<file path="config.mk">
export PLATFORM = sky130hd
export DESIGN_NAME = seq_mul
export DESIGN_NICKNAME = d
export VERILOG_FILES = /design/src/rtl/seq_mul_pkg.sv /design/src/rtl/seq_mul_step.sv /design/src/rtl/seq_mul.sv
export SDC_FILE = /design/constraint.sdc
export NUM_CORES = 1
export LEC_CHECK = 0
export CAP_MARGIN = 20
export CORE_ASPECT_RATIO = 1.2
export CORE_UTILIZATION = 55
export CTS_CLUSTER_SIZE = 8
export DETAILED_ROUTE_END_ITERATION = 10
export PLACE_DENSITY_LB_ADDON = 0.3
export SETUP_SLACK_MARGIN = 0.5
export SLEW_MARGIN = 20
export SYNTH_ARGS = -nofsm -noshare
export SYNTH_HDL_FRONTEND = slang
export SYNTH_SLANG_ARGS = --single-unit
</file>
<file path="constraint.sdc">
create_clock -name Clk -period 5.54 [get_ports Clk]
set_input_delay 1.108 -clock Clk [delete_from_list [all_inputs] [get_ports Clk]]
set_output_delay 1.108 -clock Clk [all_outputs]
set_load 0.005 [all_outputs]
</file>
<file path="src/rtl/seq_mul_pkg.sv">
// Shared types and helpers for the sequential multiplier.
package seq_mul_pkg;

    typedef enum logic [1:0] {
        IDLE = 2'd0,
        BUSY = 2'd1,
        DONE = 2'd2
    } state_t;

    // Widest operand the magnitude helper can handle.
    localparam int MAX_W = 256;

    function automatic int calc_steps(input int dw, input int bpc);
        return dw / bpc;
    endfunction

    function automatic int calc_cnt_w(input int dw, input int bpc);
        return $clog2(dw / bpc + 1);
    endfunction

    // Magnitude of the low w bits of v; raw value when sgn is 0.
    function automatic logic [MAX_W-1:0] magnitude(input logic [MAX_W-1:0] v,
                                                   input int w,
                                                   input logic sgn);
        logic [MAX_W-1:0] mask;
        mask = {MAX_W{1'b1}} >> (MAX_W - w);
        if (sgn && v[w-1])
            return (~v + MAX_W'(1)) & mask;
        return v & mask;
    endfunction

endpackage

</file>
<file path="src/rtl/seq_mul_step.sv">
// One BUSY-cycle slice: adds mcand times a BPC-bit multiplier digit into the accumulator.
module seq_mul_step
    import seq_mul_pkg::*;
#(
    parameter int PW  = 128,
    parameter int BPC = 1
) (
    input  logic [PW-1:0]  acc_in,
    input  logic [PW-1:0]  mcand,
    input  logic [BPC-1:0] bits,
    output logic [PW-1:0]  acc_out
);

    always_comb begin
        acc_out = acc_in;
        for (int i = 0; i < BPC; i++) begin
            if (bits[i])
                acc_out = acc_out + (mcand << i);
        end
    end

endmodule

</file>
<file path="src/rtl/seq_mul.sv">
// Multi-cycle signed/unsigned multiplier, BITS_PER_CYCLE multiplier bits per clock.
// Optional overflow flag output enabled by defining SEQ_MUL_OVF_EN.
module seq_mul
    import seq_mul_pkg::*;
#(
    parameter int DATAWIDTH      = 64,
    parameter int BITS_PER_CYCLE = 1
) (
    input  logic                 Clk,
    input  logic                 Rst,
    input  logic                 in_valid,
    output logic                 in_ready,
    input  logic [DATAWIDTH-1:0] a,
    input  logic [DATAWIDTH-1:0] b,
    input  logic                 sgn,
    output logic                 out_valid,
    input  logic                 out_ready,
    output logic [DATAWIDTH-1:0] prod
`ifdef SEQ_MUL_OVF_EN
    ,
    output logic                 ovf
`endif
);

    localparam int N     = calc_steps(DATAWIDTH, BITS_PER_CYCLE);
    localparam int CNT_W = calc_cnt_w(DATAWIDTH, BITS_PER_CYCLE);
    localparam int PW    = 2 * DATAWIDTH;
    localparam logic [CNT_W-1:0] CNT_LOAD = CNT_W'(N);

    if (DATAWIDTH < 2) begin : g_chk_width
        $error("seq_mul: DATAWIDTH must be at least 2");
    end
    if (DATAWIDTH > MAX_W) begin : g_chk_max
        $error("seq_mul: DATAWIDTH exceeds magnitude helper width");
    end
    if ((DATAWIDTH % BITS_PER_CYCLE) != 0) begin : g_chk_bpc
        $error("seq_mul: BITS_PER_CYCLE must divide DATAWIDTH");
    end

    state_t               state, state_nxt;
    logic [PW-1:0]        mcand_sh;
    logic [PW-1:0]        acc;
    logic [PW-1:0]        acc_step;
    logic [DATAWIDTH-1:0] mplier;
    logic [DATAWIDTH-1:0] a_mag, b_mag;
    logic [DATAWIDTH-1:0] prod_nxt;
    logic [CNT_W-1:0]     cnt;
    logic                 res_neg;
    logic                 last_step;

    assign a_mag     = DATAWIDTH'(magnitude(MAX_W'(a), DATAWIDTH, sgn));
    assign b_mag     = DATAWIDTH'(magnitude(MAX_W'(b), DATAWIDTH, sgn));
    assign last_step = (cnt == CNT_W'(1));

    seq_mul_step #(
        .PW  (PW),
        .BPC (BITS_PER_CYCLE)
    ) u_step (
        .acc_in  (acc),
        .mcand   (mcand_sh),
        .bits    (mplier[BITS_PER_CYCLE-1:0]),
        .acc_out (acc_step)
    );

`ifdef SEQ_MUL_OVF_EN
    logic          res_sgn;
    logic          ovf_nxt;
    logic [PW-1:0] full_prod;

    assign full_prod = res_neg ? (~acc_step + PW'(1)) : acc_step;
    assign prod_nxt  = full_prod[DATAWIDTH-1:0];

    // Signed overflow: the top DATAWIDTH+1 bits must all be copies of the sign.
    always_comb begin
        ovf_nxt = |full_prod[PW-1:DATAWIDTH];
        if (res_sgn)
            ovf_nxt = !((&full_prod[PW-1:DATAWIDTH-1]) || !(|full_prod[PW-1:DATAWIDTH-1]));
    end
`else
    // Low bits of a two's-complement negation depend only on the low bits.
    assign prod_nxt = res_neg ? (~acc_step[DATAWIDTH-1:0] + DATAWIDTH'(1))
                              : acc_step[DATAWIDTH-1:0];
`endif

    always_ff @(posedge Clk) begin
        if (Rst)
            state <= IDLE;
        else
            state <= state_nxt;
    end

    always_comb begin
        state_nxt = state;
        in_ready  = 1'b0;
        out_valid = 1'b0;
        case (state)
            IDLE: begin
                in_ready = 1'b1;
                if (in_valid)
                    state_nxt = BUSY;
            end
            BUSY: begin
                if (last_step)
                    state_nxt = DONE;
            end
            DONE: begin
                out_valid = 1'b1;
                if (out_ready)
                    state_nxt = IDLE;
            end
            default: state_nxt = IDLE;
        endcase
    end

    always_ff @(posedge Clk) begin
        if (Rst) begin
            mcand_sh <= '0;
            acc      <= '0;
            mplier   <= '0;
            cnt      <= '0;
            res_neg  <= 1'b0;
            prod     <= '0;
`ifdef SEQ_MUL_OVF_EN
            res_sgn  <= 1'b0;
            ovf      <= 1'b0;
`endif
        end else begin
            case (state)
                IDLE: begin
                    if (in_valid) begin
                        mcand_sh <= PW'(a_mag);
                        mplier   <= b_mag;
                        res_neg  <= sgn & (a[DATAWIDTH-1] ^ b[DATAWIDTH-1]);
                        acc      <= '0;
                        cnt      <= CNT_LOAD;
`ifdef SEQ_MUL_OVF_EN
                        res_sgn  <= sgn;
`endif
                    end
                end
                BUSY: begin
                    acc      <= acc_step;
                    mcand_sh <= mcand_sh << BITS_PER_CYCLE;
                    mplier   <= mplier >> BITS_PER_CYCLE;
                    cnt      <= cnt - CNT_W'(1);
                    if (last_step) begin
                        prod <= prod_nxt;
`ifdef SEQ_MUL_OVF_EN
                        ovf  <= ovf_nxt;
`endif
                    end
                end
                default: ;
            endcase
        end
    end

endmodule

</file>
==> out/results.tsv, run 1 <==
metric	value	unit
cts_root_buf	clkbuf_16	
cts_buffers	39	
finalSetupViolations	0	
clk-insertion-delay-late	540	ps
io_pins	199	
clock_path_buffers	3	
synth_seq_cells	266	
async_flop_share	0	%
htreeDepth	2	
wirelength	64400	um
placeableCoreArea	35100	sq um
peakVddDrop	256	uV
yosysWarningCount	0	
cp-start-kind	register	
netlist.area_leader.share	27.0	%
hold_viol_final	0	
die-area	36600	sq um
leakage	8.58	nW
start_util	56.1	%
crit_type	register to register	
cp-end-kind	register	
cts_sinks	266	
rows	75	
clk_pin_slew_worst_paths	50	ps
synth_area	19700	sq um
diodes	0	
synth_edf_count	0	
period_share	89.9	%
powerDensity	233	nW/um^2
grt_pass1_wl	101000	um
maxCapViolations	0	
wl_per_cell	19.7	um
post-synth-top-count-cell	nand2_1	
synth-seq-area-share	27.0	%
hp-class	register to register	
crit_path_max_fanout	5	
synth_cell_types	98	
min_period	4980	ps
hpwl	47500	um
drtIter0Drc	1883	
cts_tree	yes	
place_congestion	1.04	
drv_slew	0	
firstDrtPassIters	8	
drive_gt1_share	7.19	%
grt_pass1_vias	19400	
gr-usage-all-layers	34.0	%
syn-num-nets	2893	
grt_max_degree	214	
synth.area.top_cells	dfxtp_1 (27%), a21oi_1 (8.6%), nand2_1 (6.8%)	
relSlewSlack	24.7	%
antenna_found_initial	0	
vias	21200	
tns	0	ps
avgSynthCellArea	7.32	sq um
overflow	0	
skew	25.2	ps
num-nets-final	3008	
arrival	5330	ps
via_per_inst	6.46	
syn_to_final_growth	18.1	%
fmax	201	MHz
dieWidth	175	um
status	finished, final reports clean	
die-height	209	um
fin_total_pwr	5.43	mW
io_buffer_count	198	
syn-instance-count	2691	
yosys.area.top_type	dfxtp_1	
drc	0	
grt_setup_unrepaired	true	
tightest_slew	1130	ps
ant_nets	0	
yosys-top-cells-count	nand2_1 (356), a21oi_1 (339), dfxtp_1 (266)	
cp.required	5890	ps
ys.flop_type	dfxtp_1	
==> path summary, 6_finish.rpt <==
check | startpoint | end | slack (ps) | cells after the start
worst max-delay path | acc[39] | prod[57] | 560 | 14
worst min-delay path | prod[33] | prod[33] | 450 | 2
worst max register to register | acc[39] | prod[57] | 560 | 14
worst min register to register | prod[33] | prod[33] | 450 | 2
==> routing by layer <==
metal	track usage, %	wire length (um)	vias up
met1	45.7	27600	9898
met4	11.2	1990	0
met5	0	0	-
li1	-	-	10100
met2	54.3	28600	1008
met3	6.59	6260	127
==> kinds of logic after synthesis <==
group	Yosys count	synth area share (%)
compound gates	939	31.1
mux	28	1.51
flops	266	27.0
buf+inv	224	4.41
simple gates	989	23.7
xor+xnor	176	7.83
fa+ha+maj	69	4.42
==> area by class of cell <==
type	instances	area [sq um]
multi-input combinational	2201	13700
fill	3127	11800
sequential	266	5330
timing repair buffer	252	2410
clock buffer	43	1010
tap	462	578
inverter	46	173
clock inverter	3	55.1
==> critical path, cell delays in order (launching register included) <==
cell and delay [ps]:
dfxtp_1 370, ha_1 400, nand4_1 230, or3_1 420, or4_1 570, nor3_1 250
a211oi_2 200, mux2i_1 210, a311oi_2 310, or4b_1 510, or4_4 590, nor3_4 330
buf_4 170, mux2i_1 170, a21oi_1 80
==> per-stage QoR <==
stage          hold WS [ps]  setup slack (ps)  area, sq um  instances  utilization (%)
6_report                448               561        23300       3273             66.3
5_1_grt                 476               463        23300       3273             66.3
4_1_cts                 450               527        23000       3259             65.5
3_5_place_dp            444               465        21900       3213             62.4
3_3_place_gp            438               596        21900       3212             62.4
2_1_floorplan           432              1140        19700       2691                -
==> timing repair <==
item / CTS / global route
endpoints found under the setup margin: 6 / 20
gates resized for setup: 2 / 34
pin swaps: 0 / 11
buffers inserted: 0 / 14
cloned: 0 / 0
hold buffers: 0 / 0
==> layout by cell type, fill, tap and decap left out, drive strengths merged, types with 45 or more instances in the layout <==
master	n
a21oi	341
a22oi	173
buf	55
clkdlybuf4s50	197
dfxtp	266
ha	68
inv	45
nand2	356
nand3	54
nor2	261
nor3	70
o21ai	133
xnor2	81
xor2	95
==> registers in the layout (all words and copies together) (netlist names) <==
name      count
cnt           7
res_neg       1
mplier       64
state         2
prod         64
acc          64
mcand_sh     64
==> power by group <==
group,internal [mW],switching (mW)
clock,1.32,0.860
combinational,0.452,0.688
sequential,2.01,0.0973
total,3.78,1.65
Note: power is estimated with default switching activity, not from simulation.
==> inputs of run 2 (changes only) <==
Settings changed: CELL_PAD_IN_SITES_DETAIL_PLACEMENT from default to 1, CELL_PAD_IN_SITES_GLOBAL_PLACEMENT from default to 1, CORE_UTILIZATION 55 to 43.
Clock period 5.54 ns to 5.31 ns, I/O delays scaled along.
==> out/results.tsv, run 2 (synthesis results as in run 1) <==
metric	value	unit
status	finished, final reports clean	
wirelength	73800	um
relSlewSlack	26.7	%
finalSetupViolations	0	
layout_common_cells	nand2_1 (354), a21oi_1 (324), dfxtp_1 (261), nor2_1 (259), clkdlybuf4s50_1 (197)	
cts_root_buf	clkbuf_16	
dp_slack	98.7	ps
cts_buffers	39	
clock_path_buffers	3	
rows	85	
fmax	211	MHz
htreeDepth	2	
leakage	8.69	nW
drv_slew	0	
vias	21100	
cp-start-kind	register	
antenna_found_initial	1	
hold_viol_final	0	
cts_tree	yes	
cp-end-kind	register	
tightest_slew	1100	ps
skew	23.5	ps
grt_pass1_vias	21100	
p_clk_share	39.8	%
swShare	31.1	%
syn_to_final_growth	21.5	%
nFillCells	5565	
place_congestion	0.930	
dieWidth	197	um
seq_power_share	38.0	%
hold_buffers	0	
clk_pin_slew_worst_paths	50	ps
maxCapViolations	0	
grt_busiest_layer	met2	
gr-usage-all-layers	30.7	%
die-height	236	um
hp-class	register to register	
stdcell_area	23900	sq um
drive_gt1_share	9.70	%
final_common_cell	nand2_1	
grtUsageMet1	40.6	%
powerDensity	241	nW/um^2
grtUsageMet2	50.2	%
placeableCoreArea	45000	sq um
wl_per_cell	21.5	um
grt_pass1_wl	115000	um
hpwl	55200	um
arrival	5120	ps
die-area	46700	sq um
clk-insertion-delay-late	550	ps
tns	0	ps
via_per_inst	6.13	
ant_nets	0	
p_int	3.98	mW
num-nets-final	3023	
power_frac_comb	22.1	%
crit_type	register to register	
start_util	43.8	%
overflow	0	
cts_sinks	266	
drtIter0Drc	1350	
drc	0	
p_switching	1.79	mW
fin_total_pwr	5.77	mW
cp.required	5690	ps
io_pins	199	
io_buffer_count	198	
setup_ws	565	ps
met3_usage	6.07	%
crit_path_max_fanout	8	
firstDrtPassIters	5	
peakVddDrop	171	uV
min_period	4740	ps
placed_cell_area	22200	sq um
grt_max_degree	175	
grt_setup_unrepaired	true	
period_share	89.4	%
==> run 2: changes by cell type in the layout (fill, tap and decap cells not counted), sizes merged <==
cell / change
buf: +13
clkbuf: +1
diode: +1
or4: +1
==> run 2: stage by stage <==
step / instances / hold WS [ps] / util (%)
after floorplan: 2691 / 432 / -
after global placement: 3373 / 440 / 49.4
after detailed placement: 3373 / 446 / 49.4
after CTS: 3420 / 450 / 52.0
after global routing: 3435 / 463 / 53.2
final: 3436 / 445 / 53.2
==> run 2: power groups by stage <==
stage	Clock (mW)	Sequential, mW	Combinational (mW)
floorplan	0	2.19	0.808
global placement	0	2.22	1.17
detailed placement	0	2.23	1.21
CTS	2.34	2.19	1.22
global route	2.42	2.20	1.39
finish	2.30	2.19	1.28
==> run 2: path summary, 6_finish.rpt <==
check,from,to,slack [ps],cells past startpoint
max,mcand_sh[4],prod[59],570,14
min,prod[21],prod[21],450,2
max reg2reg,mcand_sh[4],prod[59],570,14
min reg2reg,prod[21],prod[21],450,2
==> run 2: repair_timing <==
| item | in CTS | in global routing |
|---|---|---|
| buffers inserted | 1 | 14 |
| resized for setup | 16 | 93 |
| pin swaps | 2 | 14 |
| setup endpoints to repair | 17 | 22 |
| cloned | 0 | 1 |
==> run 2: layout make-up <==
cell class	instances	area, sq um	area share, %
Antenna cell	1	2.50	0.0105
Inverter	46	173	0.721
Clock buffer	43	1010	4.23
Clock inverter	3	55.1	0.230
Tap cell	609	762	3.18
Timing Repair Buffer	266	2550	10.6
Multi-Input combinational cell	2202	14000	58.7
Sequential cell	266	5330	22.3
==> run 2: critical path, stage by stage, from the launching register on <==
cell,delay (ps)
dfxtp_1,340
ha_1,390
a21oi_1,220
and2_2,260
a21o_1,250
a2111oi_4,110
buf_4,170
or4_4,470
a221oi_4,390
a31oi_4,200
or3_4,450
or4_4,620
o41ai_2,380
xor2_1,220
a211oi_2,100
==> run 2: layer usage <==
metal | wire [um] | share of wire, %
met5 | 19 | 0.026
met4 | 1800 | 2.4
met3 | 4450 | 6.0
met2 | 34000 | 46
met1 | 33600 | 45
